$ cat src/rtl/exp7_detector_jogada_pkg.sv
// Shared definitions for the play-button input stage: state codes and default timing.
package exp7_detector_jogada_pkg;

  localparam int unsigned N_BOTOES_DEF   = 4;
  localparam int unsigned DEB_CICLOS_DEF = 50000;  // 1 ms at 50 MHz
  localparam int unsigned DEB_CICLOS_SIM = 4;      // short debounce for simulation builds
  localparam int unsigned CNT_W_DEF      = 16;
  localparam int unsigned ESTADO_W       = 3;

  typedef enum logic [ESTADO_W-1:0] {
    OCIOSO = 3'd0,
    FILTRA = 3'd1,
    EMITE  = 3'd2,
    SOLTA  = 3'd3
  } estado_t;

endpackage

$ cat src/rtl/exp7_sincronizador.sv
// Parametric-width two-flop synchroniser for asynchronous button inputs.
module exp7_sincronizador #(
  parameter int unsigned W = 1
) (
  input  logic         clock,
  input  logic         reset,
  input  logic [W-1:0] d_i,
  output logic [W-1:0] q_o
);

  logic [W-1:0] meta_q;
  logic [W-1:0] sync_q;

  // Two-stage capture; reset clears both stages.
  always_ff @(posedge clock or posedge reset) begin
    if (reset) begin
      meta_q <= '0;
      sync_q <= '0;
    end else begin
      meta_q <= d_i;
      sync_q <= meta_q;
    end
  end

  assign q_o = sync_q;

endmodule

$ cat src/rtl/exp7_detector_jogada.sv
// Play detector: synchronises and debounces the buttons, accepts one-hot presses
// as a single-cycle jogada_feita pulse and holds the accepted code in jogada.
// Optional pause button support is enabled by defining PAUSA_BOTAO_EN.
module exp7_detector_jogada
  import exp7_detector_jogada_pkg::*;
#(
  parameter int unsigned N_BOTOES   = N_BOTOES_DEF,
  parameter int unsigned DEB_CICLOS = DEB_CICLOS_DEF,
  parameter int unsigned CNT_W      = CNT_W_DEF
) (
  input  logic                clock,
  input  logic                reset,
  input  logic [N_BOTOES-1:0] botoes,
  input  logic                habilita,
  input  logic                pausa_botao,
  output logic                jogada_feita,
  output logic [N_BOTOES-1:0] jogada,
  output logic                pausa_jogo,
  output logic [ESTADO_W-1:0] db_estado
);

  localparam logic [CNT_W-1:0] CNT_FIM = CNT_W'(DEB_CICLOS - 1);

  logic [N_BOTOES-1:0] bsync;
  logic [N_BOTOES-1:0] amostra_q, amostra_d;
  logic [N_BOTOES-1:0] amostra_menos1;
  logic                amostra_onehot;
  logic [N_BOTOES-1:0] jogada_q, jogada_d;
  logic                jogada_feita_q, jogada_feita_d;
  logic [CNT_W-1:0]    cnt_q, cnt_d;
  logic                pausa_ativa;
  estado_t             estado_q, estado_d;

  exp7_sincronizador #(.W(N_BOTOES)) u_sinc_botoes (
    .clock (clock),
    .reset (reset),
    .d_i   (botoes),
    .q_o   (bsync)
  );

  // One-hot test: non-zero with a single bit set.
  assign amostra_menos1 = amostra_q - N_BOTOES'(1);
  assign amostra_onehot = (amostra_q != '0) && ((amostra_q & amostra_menos1) == '0);

  // State, counter, sample and output registers.
  always_ff @(posedge clock or posedge reset) begin
    if (reset) begin
      estado_q       <= OCIOSO;
      cnt_q          <= '0;
      amostra_q      <= '0;
      jogada_q       <= '0;
      jogada_feita_q <= 1'b0;
    end else begin
      estado_q       <= estado_d;
      cnt_q          <= cnt_d;
      amostra_q      <= amostra_d;
      jogada_q       <= jogada_d;
      jogada_feita_q <= jogada_feita_d;
    end
  end

  // Next-state: debounce the press, accept it once, then wait for a stable release.
  always_comb begin
    estado_d       = estado_q;
    cnt_d          = cnt_q;
    amostra_d      = amostra_q;
    jogada_d       = jogada_q;
    jogada_feita_d = 1'b0;
    case (estado_q)
      OCIOSO: begin
        if (bsync != '0) begin
          estado_d  = FILTRA;
          amostra_d = bsync;
          cnt_d     = '0;
        end
      end
      FILTRA: begin
        if (bsync == '0) begin
          estado_d = OCIOSO;
        end else if (bsync != amostra_q) begin
          amostra_d = bsync;
          cnt_d     = '0;
        end else if (cnt_q == CNT_FIM) begin
          estado_d = EMITE;
          // habilita and pause are sampled only here; chords are consumed silently
          if (amostra_onehot && habilita && !pausa_ativa) begin
            jogada_d       = amostra_q;
            jogada_feita_d = 1'b1;
          end
        end else begin
          cnt_d = cnt_q + CNT_W'(1);
        end
      end
      EMITE: begin
        estado_d = SOLTA;
        cnt_d    = '0;
      end
      SOLTA: begin
        if (bsync != '0) begin
          cnt_d = '0;
        end else if (cnt_q == CNT_FIM) begin
          estado_d = OCIOSO;
        end else begin
          cnt_d = cnt_q + CNT_W'(1);
        end
      end
      default: begin
        estado_d = OCIOSO;
        cnt_d    = '0;
      end
    endcase
  end

`ifdef PAUSA_BOTAO_EN
  logic             psync;
  logic             pnivel_q, pnivel_d;
  logic [CNT_W-1:0] pcnt_q, pcnt_d;
  logic             pausa_q, pausa_d;

  exp7_sincronizador #(.W(1)) u_sinc_pausa (
    .clock (clock),
    .reset (reset),
    .d_i   (pausa_botao),
    .q_o   (psync)
  );

  // Pause button debounce level and toggle register.
  always_ff @(posedge clock or posedge reset) begin
    if (reset) begin
      pnivel_q <= 1'b0;
      pcnt_q   <= '0;
      pausa_q  <= 1'b0;
    end else begin
      pnivel_q <= pnivel_d;
      pcnt_q   <= pcnt_d;
      pausa_q  <= pausa_d;
    end
  end

  // Level follows psync after DEB_CICLOS differing cycles; each rising level toggles pause.
  always_comb begin
    pnivel_d = pnivel_q;
    pcnt_d   = pcnt_q;
    pausa_d  = pausa_q;
    if (psync == pnivel_q) begin
      pcnt_d = '0;
    end else if (pcnt_q == CNT_FIM) begin
      pnivel_d = psync;
      pcnt_d   = '0;
      if (psync) begin
        pausa_d = ~pausa_q;
      end
    end else begin
      pcnt_d = pcnt_q + CNT_W'(1);
    end
  end

  assign pausa_ativa = pausa_q;
`else
  logic unused_pausa_botao;
  assign unused_pausa_botao = pausa_botao;
  assign pausa_ativa        = 1'b0;
`endif

  assign jogada_feita = jogada_feita_q;
  assign jogada       = jogada_q;
  assign pausa_jogo   = pausa_ativa;
  assign db_estado    = estado_q;

endmodule

$ cat config.mk
export PLATFORM = sky130hd
export DESIGN_NAME = exp7_detector_jogada
export DESIGN_NICKNAME = d
export VERILOG_FILES = /design/src/rtl/exp7_detector_jogada_pkg.sv /design/src/rtl/exp7_sincronizador.sv /design/src/rtl/exp7_detector_jogada.sv
export SDC_FILE = /design/constraint.sdc
export NUM_CORES = 1
export LEC_CHECK = 0
export ABC_CLOCK_PERIOD_IN_PS = 2200
export CAP_MARGIN = 10
export CORE_AREA = 4 4 61 63
export CTS_CLUSTER_DIAMETER = 200
export CTS_CLUSTER_SIZE = 16
export DETAILED_ROUTE_END_ITERATION = 8
export DIE_AREA = 0 0 65 67
export GPL_TIMING_DRIVEN = 0
export PLACE_DENSITY = 0.75
export SLEW_MARGIN = 20
export SYNTH_ARGS = -nofsm -noshare
export SYNTH_HDL_FRONTEND = slang
export SYNTH_SLANG_ARGS = --single-unit
$ cat constraint.sdc
create_clock -name clock -period 2.2 [get_ports clock]
set_input_delay 0.22 -clock clock [delete_from_list [all_inputs] [get_ports clock]]
set_output_delay 0.22 -clock clock [all_outputs]
set_load 0.05 [all_outputs]
### Yosys cells after proc, flatten, opt, wreduce, memory -nomap -nowiden

Index checks and enable logic that the tools add are counted.

* equal/unequal tests: 12
* add/subtract/negate cells: 2
* reductions and logical operators: 12
* bitwise operators: 3
* muxes and demuxes: 22

Operator list (number)
* $mux 16: 5
* $pmux 16 s3: 1
* $mux 3: 6
* $add 16x1->16 const B: 1
* $eq 16x16->1 const B: 1
* $mux 4: 3
* $pmux 3 s4: 1
* $ne 2x2->1 const B: 5
* $reduce_and 5->1: 2
* $logic_not 4->1: 2
* $pmux 4 s2: 1
* $reduce_bool 4->1: 2
* $eq 3x2->1 const B: 2
* $ne 3x3->1 const B: 2
* $mux 1: 5
* $and 4x4->4: 1
* $ne 4x4->1: 1
* $reduce_and 4->1: 1
* $sub 4x1->4 const B: 1
* $eq 3x1->1 const B: 1
* $logic_not 3->1: 1
* $logic_and 1x1->1: 2
* $not 1->1: 2
* $reduce_and 2->1: 1
* $reduce_bool 2->1: 1

* register bits: 36
* input port bits: 8
* word-level logic and storage cells: 58
* output and inout bits: 9

### Longest topological paths before layout

* depth after elaboration: 10
* gate-level depth with buffers: 6
* gate-level depth less buffers: 5

### By module

Synthesis repeated with hierarchy kept, for this count alone.

* cells, all modules: 148
* area, all modules: 1655.3 um2

By module, submodules not included
* exp7_detector_jogada: sequential area each 675.6 um2, cells each 139, instances 1, area each 1451.4 um2
* exp7_sincronizador: sequential area each 200.2 um2, cells each 9, instances 1, area each 203.9 um2

### Worst setup path after synthesis

OpenSTA, ideal clock, no wires.

* path type: reg-to-reg
* from: reg cnt_q[4]
* to: reg jogada_q[0], in the netlist jogada[0]
* clock period less this slack: 1.832 ns
* library setup time: 0.128 ns
* path buffers: 0
* setup slack: 0.368 ns
* data required time: 2.072 ns
* arrival: 1.704 ns
* stages on the path, launching flop included: 5
* cell sequence: dfrtp_1 > or4b_4 > nor4_4 > nand4_2 > mux2_1

* word-level cells in the longest chain between the ends: 2

Ends and longest elaborated chain
* start: declaration: line exp7_detector_jogada.sv:30 `logic [CNT_W-1:0] cnt_q, cnt_d;`
* start signal: assignment: line exp7_detector_jogada.sv:55 `cnt_q <= cnt_d;`
* $eq 16x16->1: line exp7_detector_jogada.sv:83 `end else if (cnt_q == CNT_FIM) begin`
* $reduce_and 5->1 (no source line)
* end signal: assignment: line exp7_detector_jogada.sv:57 `jogada_q <= jogada_d;`
* end: declaration: line exp7_detector_jogada.sv:28 `logic [N_BOTOES-1:0] jogada_q, jogada_d;`

No other way between the ends.
A chain may end at the register's enable or synchronous reset.

### Worst setup path in the final report

Ends and elaborated chain as after synthesis.

==> flow_summary.yaml <==
outcome:
  outcome: "completed"
setup_path:
  cp_slowest_cell: "or4b_4"
  worstPathMaxFanout: 6
  crit_end: "jogada[0]$_DFFE_PP0P_"
  crit_path_end_kind: "flop"
  startpoint_type: "flop"
  startpoint: "cnt_q[4]$_DFFE_PP0P_"
  cp.required_ns: 2.43
  reg2reg_from: "cnt_q[4]$_DFFE_PP0P_"
  reg2reg_to: "jogada[0]$_DFFE_PP0P_"
  crit_chain: "or4b_4 -> nor4_4 -> nand4_2 -> mux2_1"
  cp.arrival_ns: 2.23
  rrSetupSlack_ns: 0.20
  crit_type: "reg2reg"
  worst_r2r_path_depth: 4
  cp_slowest_stage_delay_ns: 0.60
floorplan:
  core-area_mm2: 0.00323
  initial_utilization_pct: 52.4
  io_pins: 17
  row_count: 21
  dieArea_mm2: 0.00436
  die_w_um: 65
  die_y_um: 67
hold_path:
  hp-class: "in2async"
placement:
  gp_congestion: 0.799
  io_buffers: 13
  placed_area_mm2: 0.00188
  hpwlAfterDp_um: 2280
clocking:
  cts_tree: "done"
  clk_pin_slew_ns: 0.11
  h-tree-depth: 2
  cts_sinks: 35
  cts_buffers: 5
  insertion_delay_ns: 0.34
  cts_buffer_depth: 2
  clockRootBuffer: "clkbuf_4"
  hold_buffers: 0
yosys:
  synth.distinct_cells: 45
  yosysSeqAreaShare_pct: 51.7
  syn_avg_cell_area_um2: 11.4
  syn_inst: 148
  netlist_area_mm2: 0.00169
  ys_warn_count: 0
  ys_ff_latch: 35
run:
  drv_cap: 0
power_and_ir_drop:
  p_leak_nw: 0.776
  powerDensity_mw_per_mm2: 574
  ir_drop_mv: 0.464
sta:
  finalHoldViolations: 0
  setup_viol_count_final: 0
  min_period_over_period_pct: 91.0
  clock_skew_ns: 0.0116
  worst_pin_slew_ns: 0.703
  slew_violations: 0
  maxSlewHeadroom_pct: 53.1
  rsz0062_at_grt: "no"
  fmax_mhz: 499
  period_needed_ns: 2.00
  tns_ns: 0
layout:
  fillers: 277
  finalNetCount: 178
  diodes: 0
  drive_above_1_share_pct: 15.3
  final_cell_area_mm2: 0.00194
  final_cell_mix: "dfrtp_1, clkdlybuf4s50_1, a21oi_1"
  layout_commonest_cell: "dfrtp_1"
  area_delta_synth_final_pct: 14.9
drt:
  drt-total-wl_um: 3100
  dr.pass1.iters: 4
  vias: 1251
  ant_nets: 0
  drt_iter0_markers: 15
  wire_per_inst_um: 14.3
  viasPerCell: 5.79
  drc: 0
global_route:
  grt_max_degree: 36
  grt_pass1_vias: 1168
  grt_overflow: 0
  grt_pass1_wl_um: 5380
  grt_usage_pct: 16.4
  antenna_found_initial: 0
metal layers:
layer / track usage (%) / wire length [um] / up-vias
met4: 6.33 / 45 / 0
met1: 19.4 / 1310 / 625
li1: - / - / 598
met2: 27.6 / 1590 / 24
met5: 0 / 0 / -
met3: 5.23 / 151 / 4
repair_timing:
action / CTS / global route
endpoints found under the setup margin: 0 / 4
buffers inserted: 0 / 0
gates resized for setup: 0 / 1
cells in the mapped netlist (all sizes together):
cell	count	area share (%)
dfrtp	35	52
a21oi	11	3.3
xor2	9	4.7
o21ai	8	2.4
or3	7	2.7
mux2	6	4.0
nor2	6	1.5
inv	5	1.1
buf	4	1.5
nand2	4	0.89
nand4	4	1.8
nor4	4	3.1
o2111ai	4	2.1
a211oi	3	1.3
and3	3	1.2
and4	3	1.6
nand3	3	0.89
nor3	3	0.89
o211ai	3	1.9
o2bb2ai	3	1.6
or4b	3	2.0
clkbuf	2	0.44
nand4bb	2	1.3
or4	2	0.89
a221oi	1	0.89
conb	1	0.22
ha	1	0.74
nand2b	1	0.37
nand3b	1	0.44
nor2b	1	0.37
nor3b	1	0.44
o21a	1	0.44
o311ai	1	0.52
o31ai	1	0.44
xnor2	1	0.52
state kept, by name (all words and copies together) (netlist names):
signal / flops
amostra_q: 4
cnt_q: 16
db_estado: 2
jogada: 4
jogada_feita: 1
u_sinc_botoes.meta_q: 4
u_sinc_botoes.q_o: 4
worst max-delay path, delay by kind of cell (launching register included):
family / cells / cell delay [ns]
and+or+nand+nor: 3 / 1.05
DFF: 1 / 0.45
muxes: 1 / 0.39
area by class of cell:
class | count | area (um^2) | area share, %
Clock buffer | 6 | 41.3 | 2.12
Tap cell | 46 | 57.6 | 2.96
Multi-Input combinational cell | 103 | 776 | 39.9
Timing Repair Buffer | 13 | 130 | 6.69
Clock inverter | 2 | 12.5 | 0.644
Sequential cell | 35 | 876 | 45.0
Buffer | 6 | 32.5 | 1.67
Inverter | 5 | 18.8 | 0.965
where the power goes:
part / internal (mW) / switching, mW
Combinational: 0.0416 / 0.0568
Sequential: 0.662 / 0.0240
Clock: 0.123 / 0.210
how the worst min path moves through the flow:
| stage | startpoint | to | slack, ns | depth (start not counted) |
|---|---|---|---|---|
| floorplan | botoes[0] | u_sinc_botoes.meta_q[0]$_DFF_PP0_ | 0.25 | 0 |
| global placement | u_sinc_botoes.meta_q[0]$_DFF_PP0_ | u_sinc_botoes.q_o[0]$_DFF_PP0_ | 0.33 | 0 |
| detailed placement | u_sinc_botoes.meta_q[0]$_DFF_PP0_ | u_sinc_botoes.q_o[0]$_DFF_PP0_ | 0.34 | 0 |
| CTS | botoes[2] | u_sinc_botoes.meta_q[2]$_DFF_PP0_ | 0.29 | 1 |
| global route | botoes[0] | u_sinc_botoes.meta_q[0]$_DFF_PP0_ | 0.29 | 1 |
| finish | reset | amostra_q[3]$_DFFE_PP0P_ | 0.31 | 2 |
logic make-up after synthesis:
kind of cell / count (synthesis) / share of synthesized area (%)
xor gates and xnor gates: 10 / 5.17
DFF: 35 / 51.7
and+or+nand+nor: 48 / 20.3
AOI/OAI and AO/OA: 36 / 14.8
adders and majority gates: 1 / 0.739
buffers and inverters: 11 / 3.03
other: 1 / 0.222
muxes: 6 / 3.99
metrics by stage:
step | hold slack (ns) | worst slack (ns) | cells | power [mW] | utilization [%]
floorplan | 0.251 | 0.368 | 149 | 0.766 | -
global placement | 0.332 | 0.121 | 208 | 0.792 | 58.3
detailed placement | 0.336 | 0.0789 | 208 | 0.797 | 58.3
CTS | 0.292 | 0.0688 | 216 | 1.13 | 60.0
global route | 0.289 | 0.103 | 216 | 1.18 | 60.2
finish | 0.308 | 0.197 | 216 | 1.12 | 60.2
No activity file was read; power rests on OpenSTA's default activity.
